File: config.mk
export PLATFORM = sky130hd
export DESIGN_NAME = vpu_sequencer
export DESIGN_NICKNAME = d
export VERILOG_FILES = /design/src/rtl/vpu_pkg.sv /design/src/rtl/vpu_lane_counter.sv /design/src/rtl/vpu_sequencer.sv
export SDC_FILE = /design/constraint.sdc
export NUM_CORES = 1
export LEC_CHECK = 0
export ABC_AREA = 1
export BUFFER_PORTS_ARGS = -buffer_cell sky130_fd_sc_hd__clkbuf_2
export CELL_PAD_IN_SITES_DETAIL_PLACEMENT = 1
export CELL_PAD_IN_SITES_GLOBAL_PLACEMENT = 2
export CORE_UTILIZATION = 34
export CTS_CLUSTER_SIZE = 40
export DETAILED_ROUTE_END_ITERATION = 16
export PLACE_DENSITY = 0.86
export SYNTH_ARGS = -nofsm -noshare
export SYNTH_HDL_FRONTEND = slang
export SYNTH_SLANG_ARGS = --single-unit
File: constraint.sdc
create_clock -name clk -period 2.5 [get_ports clk]
set_input_delay 0.5 -clock clk [delete_from_list [all_inputs] [get_ports clk]]
set_output_delay 0.5 -clock clk [all_outputs]
set_load 0.01 [all_outputs]
File: src/rtl/vpu_pkg.sv
// -----------------------------------------------------------------------------
// vpu_pkg
// Shared definitions for the VPU command sequencer:
//   state_t    - sequencer FSM states
//   cmd_op_t   - command operation codes
//   PATH_*     - vpu_data_pathway encodings
//   op_to_path - maps a command operation onto its pathway encoding
// -----------------------------------------------------------------------------
package vpu_pkg;

    typedef enum logic [2:0] {
        ST_IDLE   = 3'd0,
        ST_CONFIG = 3'd1,
        ST_RUN    = 3'd2,
        ST_DRAIN  = 3'd3,
        ST_DONE   = 3'd4
    } state_t;

    typedef enum logic [1:0] {
        OP_PASS  = 2'b00,
        OP_FWD   = 2'b01,
        OP_TRANS = 2'b10,
        OP_BWD   = 2'b11
    } cmd_op_t;

    localparam logic [3:0] PATH_NONE  = 4'b0000;
    localparam logic [3:0] PATH_FWD   = 4'b1100;
    localparam logic [3:0] PATH_TRANS = 4'b1111;
    localparam logic [3:0] PATH_BWD   = 4'b0001;

    function automatic logic [3:0] op_to_path(input cmd_op_t op);
        case (op)
            OP_FWD:   return PATH_FWD;
            OP_TRANS: return PATH_TRANS;
            OP_BWD:   return PATH_BWD;
            default:  return PATH_NONE;
        endcase
    endfunction

endpackage

File: src/rtl/vpu_lane_counter.sv
// -----------------------------------------------------------------------------
// vpu_lane_counter
// Counts output valids of one VPU lane, saturating at the command row count.
// Ports:
//   clk, rst_n   - clock, asynchronous active-low reset
//   clear        - synchronous clear (new command or abort)
//   enable       - counting window is open (RUN or DRAIN)
//   valid        - lane output valid
//   limit        - row count of the current command
//   full_next    - lane is full, or becomes full with this cycle's valid
//   overflow     - a valid arrived while the lane was already full
// -----------------------------------------------------------------------------
module vpu_lane_counter (
    input  logic        clk,
    input  logic        rst_n,
    input  logic        clear,
    input  logic        enable,
    input  logic        valid,
    input  logic [15:0] limit,
    output logic        full_next,
    output logic        overflow
);

    logic [15:0] count;
    logic        hit;
    logic        at_limit;

    assign hit      = enable && valid;
    assign at_limit = (count == limit);
    assign overflow = hit && at_limit;
    // Look-ahead so the sequencer can leave DRAIN on the same edge that
    // records the final valid of the slowest lane.
    assign full_next = at_limit || (hit && ((count + 16'd1) == limit));

    always_ff @(posedge clk or negedge rst_n) begin
        if (!rst_n) begin
            count <= '0;
        end else if (clear) begin
            count <= '0;
        end else if (hit && !at_limit) begin
            count <= count + 16'd1;
        end
    end

endmodule

File: src/rtl/vpu_sequencer.sv
// -----------------------------------------------------------------------------
// vpu_sequencer
// Accepts one command at a time, registers the VPU configuration for it,
// issues cmd_rows rows, then waits for every VPU lane to produce cmd_rows
// outputs (or for the drain idle timeout) before pulsing done.
// Ports:
//   clk, rst_n                      - clock, asynchronous active-low reset
//   cmd_valid/cmd_ready             - command handshake (ready only in IDLE)
//   cmd_op, cmd_rows                - operation and number of rows
//   cmd_sys_mode, cmd_leak_factor   - configuration captured at accept
//   abort                           - cancels the current command
//   row_valid/row_ready             - row issue handshake
//   vpu_valid_out[N]                - per-lane output valids from the vpu
//   vpu_data_pathway, sys_mode,
//   lr_leak_factor                  - registered vpu configuration
//   busy, done                      - status (done is a 1-cycle pulse)
//   err_timeout, err_overflow       - sticky errors, cleared at next accept
// -----------------------------------------------------------------------------
module vpu_sequencer
    import vpu_pkg::*;
#(
    parameter int N             = 2,
    parameter int DRAIN_TIMEOUT = 64
) (
    input  logic         clk,
    input  logic         rst_n,
    input  logic         cmd_valid,
    output logic         cmd_ready,
    input  logic [1:0]   cmd_op,
    input  logic [15:0]  cmd_rows,
    input  logic [1:0]   cmd_sys_mode,
    input  logic [15:0]  cmd_leak_factor,
    input  logic         abort,
    output logic         row_valid,
    input  logic         row_ready,
    input  logic [N-1:0] vpu_valid_out,
    output logic [3:0]   vpu_data_pathway,
    output logic [1:0]   sys_mode,
    output logic [15:0]  lr_leak_factor,
    output logic         busy,
    output logic         done,
    output logic         err_timeout,
    output logic         err_overflow
);

    localparam int TW = $clog2(DRAIN_TIMEOUT + 1);

    state_t        state;
    state_t        state_nxt;
    logic [15:0]   rows_q;
    logic [15:0]   issue_cnt;
    logic [TW-1:0] idle_cnt;
    logic [N-1:0]  lane_full;
    logic [N-1:0]  lane_ovf;

    logic accept;
    logic do_abort;
    logic counting;
    logic lane_clear;
    logic issue;
    logic last_issue;
    logic all_full;
    logic idle_now;
    logic timeout_hit;

    // Ready is held low for as long as reset is asserted.
    assign cmd_ready  = (state == ST_IDLE) && rst_n;
    assign row_valid  = (state == ST_RUN);
    assign busy       = (state != ST_IDLE);
    assign done       = (state == ST_DONE);

    assign accept     = cmd_valid && cmd_ready;
    assign do_abort   = abort && (state != ST_IDLE);
    assign counting   = (state == ST_RUN) || (state == ST_DRAIN);
    assign lane_clear = accept || do_abort;
    assign issue      = row_valid && row_ready;
    assign last_issue = issue && ((issue_cnt + 16'd1) == rows_q);
    assign all_full   = &lane_full;
    assign idle_now   = ~|vpu_valid_out;
    // Fires on the DRAIN_TIMEOUT-th consecutive idle DRAIN cycle; completion
    // on the same cycle wins over the error.
    assign timeout_hit = (state == ST_DRAIN) && idle_now && !all_full && !do_abort &&
                         (idle_cnt == TW'(DRAIN_TIMEOUT - 1));

    for (genvar i = 0; i < N; i++) begin : g_lane
        vpu_lane_counter u_lane (
            .clk       (clk),
            .rst_n     (rst_n),
            .clear     (lane_clear),
            .enable    (counting),
            .valid     (vpu_valid_out[i]),
            .limit     (rows_q),
            .full_next (lane_full[i]),
            .overflow  (lane_ovf[i])
        );
    end

    always_comb begin
        state_nxt = state;
        if (do_abort) begin
            state_nxt = ST_IDLE;
        end else begin
            case (state)
                ST_IDLE:   if (accept) state_nxt = ST_CONFIG;
                ST_CONFIG: state_nxt = (rows_q == 16'd0) ? ST_DONE : ST_RUN;
                ST_RUN:    if (last_issue) state_nxt = ST_DRAIN;
                ST_DRAIN:  if (all_full || timeout_hit) state_nxt = ST_DONE;
                ST_DONE:   state_nxt = ST_IDLE;
                default:   state_nxt = ST_IDLE;
            endcase
        end
    end

    always_ff @(posedge clk or negedge rst_n) begin
        if (!rst_n) begin
            state            <= ST_IDLE;
            vpu_data_pathway <= PATH_NONE;
            sys_mode         <= '0;
            lr_leak_factor   <= '0;
            issue_cnt        <= '0;
            idle_cnt         <= '0;
            err_timeout      <= 1'b0;
            err_overflow     <= 1'b0;
        end else begin
            state <= state_nxt;

            if (accept) begin
                vpu_data_pathway <= op_to_path(cmd_op_t'(cmd_op));
                sys_mode         <= cmd_sys_mode;
                lr_leak_factor   <= cmd_leak_factor;
                err_timeout      <= 1'b0;
                err_overflow     <= 1'b0;
            end else begin
                if (state_nxt == ST_IDLE) begin
                    vpu_data_pathway <= PATH_NONE;
                    sys_mode         <= '0;
                    lr_leak_factor   <= '0;
                end
                if (timeout_hit) err_timeout  <= 1'b1;
                if (|lane_ovf)   err_overflow <= 1'b1;
            end

            if (lane_clear) begin
                issue_cnt <= '0;
            end else if (issue) begin
                issue_cnt <= issue_cnt + 16'd1;
            end

            if ((state == ST_DRAIN) && idle_now) begin
                idle_cnt <= idle_cnt + TW'(1);
            end else begin
                idle_cnt <= '0;
            end
        end
    end

    // Row limit is pure data: only meaningful after an accept.
    always_ff @(posedge clk) begin
        if (accept) rows_q <= cmd_rows;
    end

endmodule

# After elaboration in Yosys (flattened, before gate mapping)
# Index checks and enable logic that the tools add are counted.
# word_totals
regBits	98
latchBits	0
mem_bits_rw	0
romBits	0
out_inout_bits	28
elab_cells	92
mem_count	0
# classes
n_addsub	4
n_mul	0
div	0
n_lt_le_gt_ge	0
eq_ne	13
n_shift	0
mux	24
n_bitwise	0
reduce_logical	40
# op_table
operator	count
16-bit 2-to-1 mux	8
16-bit == test	5
16-bit by 1-bit adder with 16-bit output (second input constant)	3
1-bit logical AND	17
16-bit logical NOT	1
3-bit 2-to-1 mux	5
3-bit case mux with 4 select lines	1
4-bit case mux with 3 select lines	1
2-bit nonzero test	6
4-bit 2-to-1 mux	2
7-bit by 1-bit adder with 7-bit output (second input constant)	1
7-bit by 6-bit == test with 1-bit output (second input constant)	1
7-bit 2-to-1 mux	1
3-bit by 2-bit == test with 1-bit output (second input constant)	2
3-bit logical NOT	2
1-bit logical NOT	5
1-bit logical OR	5
2-bit == test (second input constant)	2
1-bit 2-to-1 mux	4
2-bit 2-to-1 mux	2
2-bit OR reduction	2
3-bit by 1-bit == test with 1-bit output (second input constant)	1
3-bit == test (second input constant)	1
3-bit nonzero test	1
2 further kinds	2

# Depth between registers and ports, before layout
# logic_depth
word_depth	17
depth_mapped	22

# By module
# From an unflattened synthesis, not the netlist that was laid out.
# hier_totals
cells_unflattened	959
hier_area_um2	6721.4
# by_module_without_submodules
mod	n_inst	cells_each	area_per_inst_um2
vpu_sequencer	1	417	3413.3
vpu_lane_counter at g_lane[0].u_lane	1	274	1660.3
vpu_lane_counter at g_lane[1].u_lane	1	268	1647.8

# Worst setup path after synthesis
# OpenSTA, ideal clock, no wires.
# synth_timing
kind	register to register
start	reg state[1]
end	reg rows_q[0], enable pin
setup_ps	386
t_arrival_ps	1818
required_ps	2114
slack_ps	296
stages_incl_launch_ff	7
n_path_buf	1
path_cell_list	dfrtp_1 nor2_1 nand2_1 nor2_1 nand2_1 inv_1 clkbuf_1
# synth_via
elab_chain_cells	3
# synth_rtl
element	line_no	text
start: declaration	vpu_sequencer.sv:48	state_t state;
start signal: assignment	vpu_sequencer.sv:125	state <= state_nxt;
3-bit logical NOT	vpu_sequencer.sv:67	assign cmd_ready = (state == ST_IDLE) && rst_n;
1-bit logical AND	vpu_sequencer.sv:67	
via cmd_ready	vpu_sequencer.sv:28	output logic cmd_ready,
1-bit logical AND	vpu_sequencer.sv:72	assign accept = cmd_valid && cmd_ready;
via accept	vpu_sequencer.sv:56	logic accept;
end signal: assignment	vpu_sequencer.sv:159	if (accept) rows_q <= cmd_rows;
end: declaration	vpu_sequencer.sv:50	logic [15:0] rows_q;
# The timed path passes the listed nets, and every way through them passes these cells.
# A chain may end at the register's enable or synchronous reset.

# Worst setup path in the final report
# layout_timing
start	reg g_lane[0].u_lane.count[8]
end	reg lr_leak_factor[8]
# layout_via
elab_chain_cells	15
# layout_rtl
element	line_no	text
start: declaration	vpu_lane_counter.sv:24	logic [15:0] count;
start signal: assignment	vpu_lane_counter.sv:41	count <= count + 16'd1;
16-bit by 1-bit adder with 16-bit output	vpu_lane_counter.sv:33	assign full_next = at_limit || (hit && ((count + 16'd1) == limit));
16-bit == test	vpu_lane_counter.sv:33	
1-bit logical AND	vpu_lane_counter.sv:33	
1-bit logical OR *	vpu_lane_counter.sv:33	
2-bit AND reduction *	vpu_sequencer.sv:78	assign all_full = &lane_full;
1-bit logical NOT	vpu_sequencer.sv:82	assign timeout_hit = (state == ST_DRAIN) && idle_now && !all_full && !do_abort &&
1-bit logical AND (3 in a row)	vpu_sequencer.sv:82	
1-bit logical OR *	vpu_sequencer.sv:107	ST_DRAIN: if (all_full || timeout_hit) state_nxt = ST_DONE;
3-bit 2-to-1 mux *	vpu_sequencer.sv:107	
3-bit case mux with 4 select lines *	vpu_sequencer.sv:103	case (state)
3-bit 2-to-1 mux *	vpu_sequencer.sv:100	if (do_abort) begin
3-bit logical NOT *	vpu_sequencer.sv:134	if (state_nxt == ST_IDLE) begin
2-bit nonzero test (no line) *	--	
end signal: assignment	vpu_sequencer.sv:130	lr_leak_factor <= cmd_leak_factor;
end: declaration	vpu_sequencer.sv:39	output logic [15:0] lr_leak_factor,
# Every way passes the cells marked *; elsewhere a longest branch is shown, timed or not.

==> metrics.txt <==
status=finished, final reports clean; input/output buffers=70; Pwr per Cell Area=675.0 nW/µm²; placed cells=1,160; Final Hold Slack=284.8 ps; # fillers=2,273; clock latency on the worst-skew pair=370 ps; clk root buf=clkbuf_16; I/O pin total=71; DP HPWL=15,790 µm; Synth Warn #=0; Syn Area/Cell=7.543 µm²; final net count=1,002; most area-consuming cells after synthesis=dfrtp_1 32%, nand2_1 14%, edfxtp_1 7.7%; non-filler cells, final=1,187; synthesized cell area=6253 µm²; CTS tree=built; number of max-cap violations=0; Initial Util=34.69%; CP Data Arrival Time=2690 ps; DR vias=5,833; main flop type after synthesis=dfrtp_1; fmax=411.6 MHz; GRT overflow=0; crit path kind=reg2reg; number of antenna diodes=0; pin count of the biggest net entering global routing=52; critical path peak fanout=5; hold crit path type=in2async; Final Skew=10.47 ps; Async S/R FF share, synth=83.51%; TritonRoute pass-1 iters=4; clock-pin transition on the worst setup and hold timing paths=80 ps; Die Y=137.6 µm; Startpoint Class=flip-flop; RSZ-0062 raised after global routing=true; clock sink count=97; die area=18,940 µm²; most common cell in the netlist=nand2_1; Routability Congestion=0.8619; per-cell routed wire length=17.10 µm; fin crit share=97.17%; sequential-to-total area share from yosys stat=40.10%; Total Routing Usage GR=22.96%; Final TNS setup=0 ps; final setup fails=0; DRC violations left=0; global-route wire length before repair=32,320 µm; Place WS=74.71 ps; Worst slew margin=52.98%; Max VDD drop=352.3 µV; CTS Buffer Depth=2; Lkg Pwr=0.003802 µW; synthesis-to-finish area growth=23.61%; Cells after Synth=829; Synth cell types=37; area share of the largest cell type after synthesis=32.41%; DIE WIDTH=137.6 µm; total core area=18,020 µm²; initial antenna violation count=0; utilization after layout=42.88%; First DRT Iteration DRCs=281; Final Max Tran Viols=0; H-tree depth=3; Hold Violations, Final=0; Critical Path End Type=flip-flop; Rows=49; syn_nets=878; share of cells above drive strength 1=25.47%; CP required=2760 ps; TritonCTS Buffers=9; worst slew pin tran=705.3 ps; area leader, netlist=dfrtp_1; Final min period=2429 ps; via/cell ratio=4.914; Post-synth EDFFs=16; DRT Wirelength=20,300 µm; Synth Register Bits=97; Routed Antenna Nets=0; number of global-route vias before repair=6,026; commonest cells in the synthesized netlist=237 x nand2_1, 102 x inv_1, 84 x nor2_1; post-route worst setup slack=70.71 ps
[worst max-delay path, stage by stage, from the launching register on]
cell and delay, ps:
dfrtp_1 450, nand2_1 150, nor2_1 250, nand2_1 90
o21bai_1 180, nand2_1 90, nor2_1 90, nand2_1 60
nor2_1 90, nand2_1 70, nand2_2 100, nand2_2 70
nand3_2 80, nand2_2 60, nand2_2 120, nand2_8 100
clkbuf_16 180, nand2_4 50, nand2_2 40
[metrics by stage]
| stage | power [µW] | instance area (µm²) |
|---|---|---|
| finish | 5218 | 7730 |
| detailed placement | 3592 | 7167 |
| global placement | 3563 | 7167 |
| floorplan | 2939 | 6254 |
| CTS | 5068 | 7473 |
| global route | 5501 | 7730 |
[logic make-up (layout without fill, tap and decap cells)]
group / count (synthesis) / count (layout) / share of synthesized area, %
simple gates: 488 / 488 / 37.51
buf+inv: 118 / 247 / 7.803
flops: 97 / 97 / 40.10
compound gates: 70 / 70 / 6.163
xor+xnor: 50 / 50 / 7.223
fa+ha+maj: 6 / 6 / 1.200
[where the power goes]
| group | total (µW) | switching [µW] | leakage [µW] | internal [µW] |
|---|---|---|---|---|
| Sequential | 1950 | 185 | 0.00126 | 1760 |
| Combinational | 1810 | 1100 | 0.00239 | 708 |
| Clock | 1470 | 747 | 0.000150 | 720 |
| Total | 5220 | 2030 | 0.00380 | 3190 |
[registers in the layout (all words and copies together), names as in the netlist, 2 cells and up]
register,flops
g_lane.u_lane.count,32
idle_cnt,7
issue_cnt,16
lr_leak_factor,16
rows_q,16
state,3
sys_mode,2
vpu_data_pathway,3
[layout make-up]
type	count	area [µm²]	area share [%]
clock buffer	9	225.2	2.914
clock inverter	7	81.33	1.052
inverter	105	399.1	5.163
multi-input combinational	614	3393	43.90
sequential	97	2511	32.49
tap	229	286.5	3.707
timing repair buffer	126	833.3	10.78
[placed cells by master (no fill, tap or decap), types with 3 or more instances in the layout]
cell type | Yosys | routed
nand3b_1 | 3 | 3
nor3_1 | 12 | 11
or2_2 | 3 | 3
inv_2 | 2 | 4
xnor2_1 | 15 | 15
nand4_1 | 14 | 14
inv_1 | 102 | 100
edfxtp_1 | 16 | 16
nor2_2 | 5 | 9
dfrtp_2 | 0 | 3
nor2_4 | 8 | 11
dfrtp_1 | 81 | 78
nand2_1 | 237 | 230
a21oi_1 | 16 | 16
clkbuf_16 | 0 | 11
xor2_2 | 0 | 3
buf_4 | 1 | 53
nand3_1 | 55 | 54
nor4_1 | 9 | 9
o21ai_0 | 31 | 29
nand3_2 | 2 | 3
o22ai_1 | 16 | 16
nand2_4 | 23 | 25
ha_1 | 6 | 4
nand2_2 | 30 | 34
xor2_1 | 34 | 31
clkbuf_2 | 0 | 69
nor2_1 | 84 | 77
clkinv_4 | 1 | 3
[final timing paths]
kind                            depth (start not counted)                         to                       from  slack (ps)
worst max-delay path                                   18          lr_leak_factor[8]  g_lane[0].u_lane.count[8]          70
worst min-delay path                                    2                idle_cnt[2]                      rst_n         280
worst max register to register                         18          lr_leak_factor[8]  g_lane[0].u_lane.count[8]          70
worst min register to register                          1                idle_cnt[0]                idle_cnt[0]         470
max in group asynchronous                               3  g_lane[1].u_lane.count[6]                      rst_n        1250
min in group clk                                        1                  rows_q[4]                cmd_rows[4]         300
[repair_timing]
item	4_1_cts	5_1_grt
setup endpoints to repair	0	34
resized for setup	0	38
hold buffers	0	0
hold endpoints to repair	0	0
setup buffers	0	9
[routing by layer]
| layer | up-vias | global-route usage, % | part of all wire (%) |
|---|---|---|---|
| li1 | 2891 | - | - |
| met1 | 2796 | 29.02 | 44 |
| met2 | 123 | 39.36 | 49 |
| met3 | 23 | 3.679 | 4.5 |
| met4 | 0 | 8.059 | 2.5 |
| met5 | - | 0 | 0 |
(Power assumes the default switching activity.)
